==> src/rtl/alu_core_p.sv <==
// alu_core_p: two-operand datapath ALU with registered result/flags and a
// multi-cycle unsigned shift-add multiplier. The decoder stalls on busy.
module alu_core_p #(
  parameter  int WIDTH = 8,
  localparam int SH_W  = $clog2(WIDTH)
) (
  input  logic             clock,
  input  logic             reset,
  input  logic [WIDTH-1:0] data_in,
  input  logic [WIDTH-1:0] ram_in,
  input  logic [3:0]       inst,
  output logic [WIDTH-1:0] rtn,
  output logic [WIDTH-1:0] rtn_hi,
  output logic [3:0]       flags,
  output logic             busy,
  output logic             done
);

  localparam int CNT_W = $clog2(WIDTH + 1);

  typedef enum logic {IDLE, RUN} state_t;

  localparam logic [3:0] OP_LDA_D = 4'h3;
  localparam logic [3:0] OP_LDB_D = 4'h4;
  localparam logic [3:0] OP_LDA_R = 4'h5;
  localparam logic [3:0] OP_LDB_R = 4'h6;
  localparam logic [3:0] OP_ADD   = 4'h7;
  localparam logic [3:0] OP_SUB   = 4'h8;
  localparam logic [3:0] OP_AND   = 4'h9;
  localparam logic [3:0] OP_OR    = 4'hA;
  localparam logic [3:0] OP_XOR   = 4'hB;
  localparam logic [3:0] OP_SHL   = 4'hC;
  localparam logic [3:0] OP_SHR   = 4'hD;
  localparam logic [3:0] OP_MUL   = 4'hE;
  localparam logic [3:0] OP_CMP   = 4'hF;

  state_t               state_q, state_d;
  logic [WIDTH-1:0]     a_q, a_d, b_q, b_d;
  logic [WIDTH-1:0]     rtn_q, rtn_d, rtn_hi_q, rtn_hi_d;
  logic [3:0]           flags_q, flags_d;
  logic                 done_q, done_d;
  logic [2*WIDTH-1:0]   ma_q, ma_d, acc_q, acc_d;
  logic [WIDTH-1:0]     mb_q, mb_d;
  logic [CNT_W-1:0]     cnt_q, cnt_d;

  logic [WIDTH:0]       sum_w, diff_w, shl_w, shr_w;
  logic [2*WIDTH-1:0]   acc_step;
  logic [SH_W-1:0]      sh_amt;

  // Signed overflow of a+b: operands agree in sign but the result does not.
  function automatic logic add_ovf(input logic signed [WIDTH-1:0] x,
                                   input logic signed [WIDTH-1:0] y,
                                   input logic signed [WIDTH-1:0] r);
    return (x[WIDTH-1] == y[WIDTH-1]) && (r[WIDTH-1] != x[WIDTH-1]);
  endfunction

  // Signed overflow of a-b: operands differ in sign and result flips from a.
  function automatic logic sub_ovf(input logic signed [WIDTH-1:0] x,
                                   input logic signed [WIDTH-1:0] y,
                                   input logic signed [WIDTH-1:0] r);
    return (x[WIDTH-1] != y[WIDTH-1]) && (r[WIDTH-1] != x[WIDTH-1]);
  endfunction

  // Datapath results; one extra bit carries carry/borrow/shifted-out bit.
  always_comb begin
    sh_amt   = b_q[SH_W-1:0];
    sum_w    = {1'b0, a_q} + {1'b0, b_q};
    diff_w   = {1'b0, a_q} - {1'b0, b_q};
    shl_w    = {1'b0, a_q} << sh_amt;
    shr_w    = {a_q, 1'b0} >> sh_amt;
    acc_step = acc_q + (mb_q[0] ? ma_q : '0);
  end

  // Next-state: opcode decode in IDLE, one shift-add step per edge in RUN.
  always_comb begin
    state_d  = state_q;
    a_d      = a_q;
    b_d      = b_q;
    rtn_d    = rtn_q;
    rtn_hi_d = rtn_hi_q;
    flags_d  = flags_q;
    done_d   = 1'b0;
    ma_d     = ma_q;
    mb_d     = mb_q;
    acc_d    = acc_q;
    cnt_d    = cnt_q;
    case (state_q)
      IDLE: begin
        case (inst)
          OP_LDA_D: a_d = data_in;
          OP_LDB_D: b_d = data_in;
          OP_LDA_R: a_d = ram_in;
          OP_LDB_R: b_d = ram_in;
          OP_ADD: begin
            rtn_d    = sum_w[WIDTH-1:0];
            rtn_hi_d = '0;
            flags_d  = {sum_w[WIDTH-1], sum_w[WIDTH-1:0] == '0, sum_w[WIDTH],
                        add_ovf(a_q, b_q, sum_w[WIDTH-1:0])};
            done_d   = 1'b1;
          end
          OP_SUB, OP_CMP: begin
            if (inst == OP_SUB) begin
              rtn_d    = diff_w[WIDTH-1:0];
              rtn_hi_d = '0;
            end
            flags_d = {diff_w[WIDTH-1], diff_w[WIDTH-1:0] == '0, diff_w[WIDTH],
                       sub_ovf(a_q, b_q, diff_w[WIDTH-1:0])};
            done_d  = 1'b1;
          end
          OP_AND, OP_OR, OP_XOR: begin
            if (inst == OP_AND)      rtn_d = a_q & b_q;
            else if (inst == OP_OR)  rtn_d = a_q | b_q;
            else                     rtn_d = a_q ^ b_q;
            rtn_hi_d = '0;
            flags_d  = {rtn_d[WIDTH-1], rtn_d == '0, 2'b00};
            done_d   = 1'b1;
          end
          OP_SHL: begin
            rtn_d    = shl_w[WIDTH-1:0];
            rtn_hi_d = '0;
            flags_d  = {shl_w[WIDTH-1], shl_w[WIDTH-1:0] == '0, shl_w[WIDTH], 1'b0};
            done_d   = 1'b1;
          end
          OP_SHR: begin
            rtn_d    = shr_w[WIDTH:1];
            rtn_hi_d = '0;
            flags_d  = {shr_w[WIDTH], shr_w[WIDTH:1] == '0, shr_w[0], 1'b0};
            done_d   = 1'b1;
          end
          OP_MUL: begin
            ma_d    = {{WIDTH{1'b0}}, a_q};
            mb_d    = b_q;
            acc_d   = '0;
            cnt_d   = CNT_W'(WIDTH);
            state_d = RUN;
          end
          default: ;
        endcase
      end
      RUN: begin
        acc_d = acc_step;
        ma_d  = ma_q << 1;
        mb_d  = mb_q >> 1;
        cnt_d = cnt_q - CNT_W'(1);
        if (cnt_q == CNT_W'(1)) begin
          rtn_d    = acc_step[WIDTH-1:0];
          rtn_hi_d = acc_step[2*WIDTH-1:WIDTH];
          flags_d  = {acc_step[WIDTH-1], acc_step == '0,
                      acc_step[2*WIDTH-1:WIDTH] != '0,
                      acc_step[2*WIDTH-1:WIDTH] != '0};
          done_d   = 1'b1;
          state_d  = IDLE;
        end
      end
      default: state_d = IDLE;
    endcase
  end

  // State register; reset clears everything and aborts any multiply.
  always_ff @(posedge clock) begin
    if (reset) begin
      state_q  <= IDLE;
      a_q      <= '0;
      b_q      <= '0;
      rtn_q    <= '0;
      rtn_hi_q <= '0;
      flags_q  <= '0;
      done_q   <= 1'b0;
      ma_q     <= '0;
      mb_q     <= '0;
      acc_q    <= '0;
      cnt_q    <= '0;
    end else begin
      state_q  <= state_d;
      a_q      <= a_d;
      b_q      <= b_d;
      rtn_q    <= rtn_d;
      rtn_hi_q <= rtn_hi_d;
      flags_q  <= flags_d;
      done_q   <= done_d;
      ma_q     <= ma_d;
      mb_q     <= mb_d;
      acc_q    <= acc_d;
      cnt_q    <= cnt_d;
    end
  end

  assign rtn    = rtn_q;
  assign rtn_hi = rtn_hi_q;
  assign flags  = flags_q;
  assign busy   = (state_q == RUN);
  assign done   = done_q;

endmodule
==> config.mk <==
export PLATFORM = sky130hd
export DESIGN_NAME = alu_core_p
export DESIGN_NICKNAME = d
export VERILOG_FILES = /design/src/rtl/alu_core_p.sv
export SDC_FILE = /design/constraint.sdc
export NUM_CORES = 1
export LEC_CHECK = 0
export ABC_AREA = 1
export CORE_ASPECT_RATIO = 0.8
export CORE_MARGIN = 3
export CORE_UTILIZATION = 60
export DETAILED_ROUTE_END_ITERATION = 8
export HOLD_SLACK_MARGIN = 0.05
export PLACE_DENSITY = 0.81
export SYNTH_ARGS = -nofsm -noshare
export SYNTH_HDL_FRONTEND = slang
export SYNTH_SLANG_ARGS = --single-unit
==> constraint.sdc <==
create_clock -name clock -period 2.9 [get_ports clock]
set_input_delay 0.87 -clock clock [delete_from_list [all_inputs] [get_ports clock]]
set_output_delay 0.87 -clock clock [all_outputs]
set_load 0.02 [all_outputs]
Word level (Yosys, flattened, before mapping)
Cells that the tools add are included.
{ "word_totals": {"output_inout_bits": 22, "wordCells": 96, "register_bits": 82} }
{ "op_classes": {"addsub": 4, "eq_ne": 23, "n_mux": 32, "n_reduce_logical": 20, "n_shift": 2, "bitwise": 4} }
{ "ops": {"columns": ["operator", "count"], "rows": [
  ["case mux 8 bit (2 select lines)", 6],
  ["2-to-1 mux 8 bit", 9],
  ["case mux 16 bit (2 select lines)", 2],
  ["2-to-1 mux 16 bit", 3],
  ["logical NOT 8 bit", 5],
  ["case mux 8 bit (5 select lines)", 1],
  ["equality test 4 bit (second input constant)", 8],
  ["case mux 4 bit (5 select lines)", 1],
  ["adder 16 bit", 1],
  ["equality test 4 x 3 -> 1 bit (second input constant)", 4],
  ["logical NOT 16 bit", 1],
  ["case mux 4 bit (2 select lines)", 2],
  ["adder 8 x 8 -> 9 bit", 1],
  ["left shift 8 x 3 -> 9 bit", 1],
  [">> shifter 9 x 3 -> 9 bit", 1],
  ["subtractor 8 x 8 -> 9 bit", 1],
  ["AND 8 bit", 1],
  ["2-to-1 mux 4 bit", 2],
  ["bitwise OR 8 bit", 1],
  ["nonzero test 8 bit", 1],
  ["OR reduction 8 bit", 1],
  ["XOR 8 bit", 1],
  ["!= test 6 x 1 -> 1 bit (second input constant)", 1],
  ["AND reduction 2 bit", 3],
  ["17 further kinds", 27]
]} }

Longest topological paths before layout
Gate-level depths: netlist (run 1).
{ "depth": {"word_depth": 8, "ltp_mapped": 20, "depth_no_buf": 18} }

Least setup slack after synthesis (run 1)
No wires, ideal clock.
{ "synth_timing": {"path_kind": "register to register", "from": "register b_q[2]", "to": "register flags_q[2] (netlist: flags[2])", "path_slack_ns": 0.483, "t_required_ns": 2.791, "setup_time_ns": 0.109, "arrival_time_ns": 2.308, "path_stages_with_launch": 18, "cell_sequence": "dfxtp_1 > clkinv_1 > clkbuf_1 > ha_1 > clkbuf_1 > nand3_1 > nand3_1 > nand4_1 > nand2_1 > nand2_1 > nand2_1 > nor2_1 > nand2_1 > nand3_1 > nand2_1 > nand3_1 > nand2_1 > inv_1"} }
{ "synth_via": {"elab_chain_cells": 8, "word_cells_on_any_way": 18, "classes_between": "add/sub: 2; shift: 2; mux: 6; bitwise: 3; reduce/logical: 5"} }
{ "synth_lines": {"columns": ["element", "line", "rtl"], "rows": [
  ["start: declaration", "38", "logic [WIDTH-1:0] a_q, a_d, b_q, b_d;"],
  ["start signal: assignment", "164", "b_q <= '0;"],
  ["start signal: assignment", "176", "b_q <= b_d;"],
  ["parallel branches: the longest is 6 deep, another holds subtractor 8 x 8 -> 9 bit", null, null],
  ["case mux 4 bit (5 select lines) (*)", "89", "case (inst)"],
  ["case mux 4 bit (2 select lines) (*)", "87", "case (state_q)"],
  ["end signal: assignment", "179", "flags_q <= flags_d;"],
  ["end: declaration", "40", "logic [3:0] flags_q, flags_d;"]
]} }
Mark *: on every way between the ends. The select of a mux whose other input is x is not followed.
A chain may end at the register's enable or synchronous reset.

Final worst setup path (run 1)
{ "layout_timing": {"from": "input port inst[0]", "to": "register rtn_q[2] (netlist: rtn[2])"} }
{ "layout_via": {"elab_chain_cells": 7, "word_cells_on_any_way": 19, "classes_between": "eq/ne: 10; mux: 6; reduce/logical: 3"} }
{ "layout_lines": {"columns": ["element", "line", "rtl"], "rows": [
  ["start: declaration", "11", "input logic [3:0] inst,"],
  ["equality test 4 bit", "89, 112", null],
  ["2-to-1 mux 8 bit", "112", "else if (inst == OP_OR) rtn_d = a_q | b_q;"],
  ["2-to-1 mux 8 bit", "111", "if (inst == OP_AND) rtn_d = a_q & b_q;"],
  ["2-to-1 mux 8 bit", "89", null],
  ["2-to-1 mux 8 bit", "87", null],
  ["case mux 8 bit (5 select lines)", "89", null],
  ["case mux 8 bit (2 select lines)", "87", null],
  ["end signal: assignment", "177", "rtn_q <= rtn_d;"],
  ["end: declaration", "39", "logic [WIDTH-1:0] rtn_q, rtn_d, rtn_hi_q, rtn_hi_d;"]
]} }
Several ways; a longest one is shown, not always the timed one. The select of a mux whose other input is x is not followed.

==> results of run 1 <==
-- cell usage in the layout (no fill, tap or decap), types with 3 or more instances in the layout --
cell	count
buf_4	40
inv_6	3
inv_2	8
xor2_1	11
nor3_1	3
o21ai_1	4
clkbuf_16	9
ha_1	42
clkdlybuf4s50_1	42
o211ai_1	13
o22ai_1	4
a31oi_1	28
nand3_1	117
fa_1	3
nor2_1	81
nor3_2	3
o21a_1	3
o31ai_1	3
nand3b_1	4
nand2_1	327
nand4_1	12
a21oi_1	74
dfxtp_1	81
inv_1	107
o21ai_0	36
or2_2	4
-- path summary, 6_finish.rpt --
check | startpoint | end | slack, ns
hold reg to reg | rtn_hi[4] | rtn_hi[4] | 0.46
setup / recovery | inst[0] | rtn[2] | 0.29
setup reg to reg | a_q[3] | flags[2] | 0.35
hold / removal | rtn_hi[4] | rtn_hi[4] | 0.46
-- stage by stage --
stage / setup slack (ns) / std cells / power (mW) / utilization [%]
4_1_cts: 0.3105 / 1222 / 3.080 / 74.08
6_report: 0.2907 / 1222 / 3.083 / 74.09
2_1_floorplan: 0.4833 / 1029 / 1.653 / -
3_5_place_dp: -0.004763 / 1206 / 1.898 / 70.98
3_3_place_gp: 0.03590 / 1206 / 1.891 / 70.98
5_1_grt: 0.1049 / 1222 / 3.218 / 74.09
-- layout make-up --
class / instances / share of cell area, %
flip-flops and latches: 82 / 22.42
inverters: 117 / 5.994
well taps: 136 / 2.322
clock buffers: 9 / 3.074
clock inverters: 7 / 1.110
repair buffers: 85 / 10.45
multi-input cells: 786 / 54.63
-- worst max-delay path, stage by stage --
cell	delay, ns
clkdlybuf4s50_1	0.60
nor2_1	0.10
nand2_1	0.19
buf_4	0.17
nor2_1	0.04
o21ai_0	0.31
o22ai_1	0.17
o31ai_1	0.28
a21oi_1	0.10
-- synthesized netlist by cell type (all sizes together) --
| cell | number | area [µm²] |
|---|---|---|
| o2111ai | 1 | 8.760 |
| a21oi | 75 | 379.1 |
| nand3 | 117 | 585.6 |
| o22ai | 4 | 25.02 |
| nand2 | 328 | 1234 |
| fa | 3 | 60.06 |
| nand3b | 4 | 30.03 |
| xor2 | 11 | 96.34 |
| clkinv | 2 | 7.510 |
| inv | 115 | 431.7 |
| a211oi | 1 | 7.510 |
| or2 | 4 | 25.02 |
| nor3 | 6 | 45.04 |
| o211ai | 13 | 97.59 |
| buf | 13 | 62.56 |
| o21ai | 40 | 200.2 |
| o21a | 3 | 22.52 |
| nor2 | 84 | 325.3 |
| dfxtp | 82 | 1642 |
| ha | 42 | 525.5 |
| o311ai | 1 | 8.760 |
| clkbuf | 31 | 116.4 |
| nand4 | 12 | 75.07 |
| a31oi | 28 | 175.2 |
| a22oi | 2 | 15.01 |
| o31ai | 3 | 22.52 |
| xnor2 | 2 | 17.52 |
| o21bai | 2 | 18.77 |
-- sequential cells by signal, indices dropped and copies added, names as in the netlist --
register  flops
a_q           8
acc_q        16
b_q           8
busy          1
cnt_q         4
done          1
flags         4
ma_q         16
mb_q          8
rtn           8
rtn_hi        8
-- cell families after synthesis --
family / after synthesis / share of synthesized area, %
and+or+nand+nor: 555 / 37.06
AOI/OAI and AO/OA: 173 / 15.67
buffers and inverters: 161 / 9.874
DFF: 82 / 26.22
adders and majority gates: 45 / 9.354
xor gates and xnor gates: 13 / 1.819
-- per-layer routing --
metal	up-vias	share of wire (%)	wire, µm
li1	3472	-	-
met1	3137	46	8760
met2	369	41	7717
met3	21	11	2153
met4	0	1.2	224
met5	-	0	0
-- power by group --
| part | switching (mW) | leakage, nW | internal (mW) | total, mW |
|---|---|---|---|---|
| logic | 0.432 | 2.65 | 0.255 | 0.687 |
| clock network | 0.509 | 0.153 | 0.683 | 1.19 |
| registers | 0.0417 | 0.666 | 1.16 | 1.21 |
| total | 0.983 | 3.47 | 2.10 | 3.08 |
==> results.md, run 1 <==
* Fin area at 7327 µm²
* Syn avg cell area at 6.083 µm²
* Routed WL at roughly 19,000 µm
* Post-Route Setup TNS at 0 ns
* CTS sink count at 82
* Vias in the first global route at 6,110
* GR Layer Usage met1 at 48.83%
* Post-synth cell types at 37
* Die Wd at 120.2 µm
* Ys Warns at 0
* CP arrival at 2.83 ns
* Worst-case reg-to-reg path depth at 15
* Clk_lat worst skew at 0.35 ns
* Area grow syn2layout at 17.05%
* Post-DR vias/cell at 5.727
* Critical path capture point type: flip-flop
* Crit share post-route at 89.98%
* Io pins at 44
* CTS Hold Bufs at 0
* Synth Net Count at ~1,100
* Final setup vio count at 0
* CTS Buf Count at 9
* Dpl cell area at 7019 µm²
* CTS H-tree depth at 3
* CTS tree: built
* Mapped Cells at 1,029
* Setup bufs post-CTS at 0
* Netlist Area Pre-Place at about 6300 µm²
* Final HPWL DP at approximately 14,000 µm
* Post-route DRC at 0
* Kind of critical path: primary input to flip-flop
* Initial antenna violation count at 0
* 1st-iter DRT viols at 843
* Min-Delay Path Class: flip-flop to flip-flop
* Multi-input combinational cell area at roughly 4000 µm²
* Worst EP required at 3.12 ns
* Final Max Tran Viols at 0
* Busiest grt layer: met1
* Final nets at 1,148
* Clock transition at path regs at 0.06 ns
* Run status: completed
* DRT antenna net count at 0
* Reg area at roughly 1600 µm²
* Drt pass-1 iters at 7
* Die ar. at 11,700 µm²
* Flops & latches, synth at 82
* Clk buf depth at 2
* Die Ht at 97.36 µm
* CP Launch Type: primary input
* Ant diodes at 0
* Hold path cells at 2
* Initial core utilization at 63.30%
* RSZ-0062 raised after global routing: false
* FMAX at 383.2 MHz
* Max Clock Skew at 0.01030 ns
* Core area at a little under 10,000 µm²
* Clock Root Buffer: clkbuf_16
* Gp weighted congestion at 1.047
* Share of layout cells above drive strength 1 at around 7.5%
* Largest net degree at the start of global routing at 54
* GR Util met3 at 7.683%
* CTS-repair resized insts at 0
* GR Util met2 at 46.24%
* Port Buffer Count at 43
* Via count at 6,999
* Crit path max fanout at 6
* Worst slew margin at slightly above 40%
* PwrDens at ~420 nW/µm²
* Endpoints failing hold at 0
* # rows at 32
* Post-route minimum period at 2.609 ns
* Total global-route track usage at 32.31%
* Measured slew at the worst slew-check pin at between 0.8 and 0.9 ns
* DR WL/cell at between 15 and 20 µm
* Fillers at between 800 and 900
* Global route total overflow at 0
* First-pass GRT wire length at 30,620 µm
* Max cap viols at 0
* Peak VDD IR at about 0.44 mV
* Leak at 3.471 nW
* Register area share after synthesis at 26.22%
* Min Hold Slack at 0.4647 ns
Note: power is estimated with default switching activity, not from simulation.
==> run 2, diff against run 1 <==
--- a/config.mk
+++ b/config.mk
@@ -8,10 +8,9 @@
 export ABC_AREA = 1
 export CORE_ASPECT_RATIO = 0.8
 export CORE_MARGIN = 3
-export CORE_UTILIZATION = 60
+export CORE_UTILIZATION = 45
 export DETAILED_ROUTE_END_ITERATION = 8
 export HOLD_SLACK_MARGIN = 0.05
-export PLACE_DENSITY = 0.81
 export SYNTH_ARGS = -nofsm -noshare
 export SYNTH_HDL_FRONTEND = slang
 export SYNTH_SLANG_ARGS = --single-unit
==> run 2 against run 1 <==
  * Routed wire length up 12%
  * Non-clock buffer count up 7
  * Critical path depth up 7
  * Via count down 1.4%
  * Sequential cell count unchanged
  * Cell count up 3.8%
  * Sequential share of layout area down 0.31 points
  * Sequential power about the same
  * Power up 0.36%
  * Die area up 31%
  * Global-route usage down 4.5 points
  * Critical path type is now flip-flop to flip-flop
  * Critical endpoint is now flags[1]
  * Largest cell class unchanged
  * Highest routed layer unchanged
==> results.md, run 2 (synthesized netlist as in run 1, its figures left out) <==
* Die Wd at 137.9 µm
* CP Launch Type: flip-flop
* CP top delay family: simple AND/OR/NAND/NOR gates
* Run status: completed
* Final Max Tran Viols at 0
* Io pins at 44
* Via count at approximately 7,000
* Post-Route Setup TNS at 0 ns
* Most common cell after layout, fill and taps aside: nand2_1
* Kind of critical path: flip-flop to flip-flop
* Post-route DRC at 0
* Final HPWL DP at 16,610 µm
* RSZ-0062 raised after global routing: false
* Post-DR vias/cell at 5.440
* Post-route minimum period at between 2 and 3 ns
* Final nets at 1,155
* Critical path capture point type: flip-flop
* CP arrival at 2.83 ns
* Crit path max fanout at 7
* WL met1 at ~12,000 µm
* Vias in the first global route at 6,009
* First-pass GRT wire length at 33,610 µm
* FMAX at 383.2 MHz
* CTS sink count at 82
* Clock Root Buffer: clkbuf_16
* Initial core utilization at 47.28%
* Most frequent cells in the layout: nand2_1, nand3_1, inv_1
* Worst EP required at about 3.1 ns
* DR top layer: met4
* Sw frac at between 30% and 40%
* CP bufs+invs at 3
* Leak at 3.505 nW
* Largest registers: acc_q (16), ma_q (16)
* Die ar. at 15,370 µm²
* Share of layout cells above drive strength 1 at around 8.1%
* Clock power frac at approximately 38%
* Peak VDD IR at 0.2713 mV
* Setup bufs post-CTS at 0
* Gp weighted congestion at 0.9637
* Largest stage delay, worst path at 0.40 ns
* Slowest CP cell: dfxtp_2
* Met2 Wirelength at between 7000 and 8000 µm
* Clk buf depth at 2
* Final setup vio count at 0
* Initial antenna violation count at 0
* CTS tree: built
* DR WL/cell at ~17 µm
* Cell internal pwr at 2.041 mW
* Total global-route track usage at 27.85%
* Crit share post-route at 89.99%
* Drt pass-1 iters at 5
* Area grow syn2layout at 18.67%
* Max Clock Skew at ~0.014 ns
* Core area at 13,240 µm²
* Ant diodes at 0
* CTS Buf Count at 9
* Largest net degree at the start of global routing at 54
* CTS H-tree depth at 3
* Max cap viols at 0
* Fillers at ~1,400
* Worst-path cell chain: buf_4, nand2_1, inv_1, ha_1, nand2_1, inv_1, a21oi_1, nor2_1, nor2_1, nand3_1, nand2_1, nand2_1, nor2_1, nand2_1, nand2_1, a21oi_1
* Reg area at ~1600 µm²
* Clk_lat worst skew at 0.35 ns
* # rows at 37
* Logic pwr share at 23.2%
* Die Ht at 111.5 µm
* Met3 wire length at 1663 µm
* DP Worst Slack at -0.008367 ns
* PwrDens at 416.6 nW/µm²
* Global route total overflow at 0
* DRT antenna net count at 0
* Seq pwr share at slightly below 40%
* Clock transition at path regs at around 0.080 ns
* Port Buffer Count at 43
* Multi-input combinational cell area at between 4000 and 5000 µm²
* Min-Delay Path Class: flip-flop to flip-flop
* Most frequent CP cell: nand2_1
* Endpoints failing hold at 0
* Net Switching at 1.053 mW
* Setup ws final at 0.2903 ns
* Routed WL at about 21,000 µm
* Worst slew margin at around two fifths
* 1st-iter DRT viols at about 850
* Measured slew at the worst slew-check pin at ~0.92 ns
==> run 2: worst paths after layout <==
path                            startpoint  endpoint  depth (start not counted)  slack (ns)
worst min register to register    ma_q[15]  ma_q[15]                          2        0.46
worst max-delay path               mb_q[0]  flags[1]                         16        0.29
worst max register to register     mb_q[0]  flags[1]                         16        0.29
worst min-delay path              ma_q[15]  ma_q[15]                          2        0.46
==> run 2: what timing repair did <==
action                                  in CTS  in global routing
endpoints found under the hold margin        0                  0
hold buffers                                 0                  0
endpoints found under the setup margin       0                  1
gates resized for setup                      0                  1
==> run 2: through the flow <==
step / area (µm²) / power (mW) / utilization (%) / hold slack (ns) / cells
2_1_floorplan: 6260 / 1.653 / - / 0.4389 / 1029
3_5_place_dp: 7121 / 1.929 / 53.78 / 0.4519 / 1252
3_3_place_gp: 7121 / 1.934 / 53.78 / 0.4521 / 1252
6_report: 7428 / 3.095 / 56.10 / 0.4644 / 1268
4_1_cts: 7427 / 3.103 / 56.10 / 0.4623 / 1268
5_1_grt: 7428 / 3.245 / 56.10 / 0.4807 / 1268
==> run 2: worst reg2reg max path, delay by kind of cell, from the launching register on <==
kind,cells,cell delay [ns]
simple gates,10,1.11
buf+inv,3,0.35
fa+ha+maj,1,0.32
flops,1,0.40
compound gates,2,0.31
==> run 2: power by group through the flow <==
stage	clock [mW]	sequential, mW	combinational [mW]
final	1.18	1.20	0.719
after global routing	1.25	1.20	0.797
after CTS	1.20	1.20	0.709
after detailed placement	0	1.22	0.705
after global placement	0	1.22	0.709
after floorplan	0	1.24	0.414
==> run 2: routing by layer <==
layer	GRT usage [%]	vias up
li1	-	3486
met2	34.49	263
met5	0	-
met3	5.917	18
met4	4.279	0
met1	47.97	3131
==> run 2: area by class of cell <==
| cell class | count | area share, % |
|---|---|---|
| multi-input combinational | 786 | 53.88 |
| clock buffer | 9 | 3.032 |
| inverter | 117 | 5.912 |
| timing repair buffer | 92 | 11.02 |
| tap | 175 | 2.948 |
| clock inverter | 7 | 1.095 |
| sequential | 82 | 22.12 |
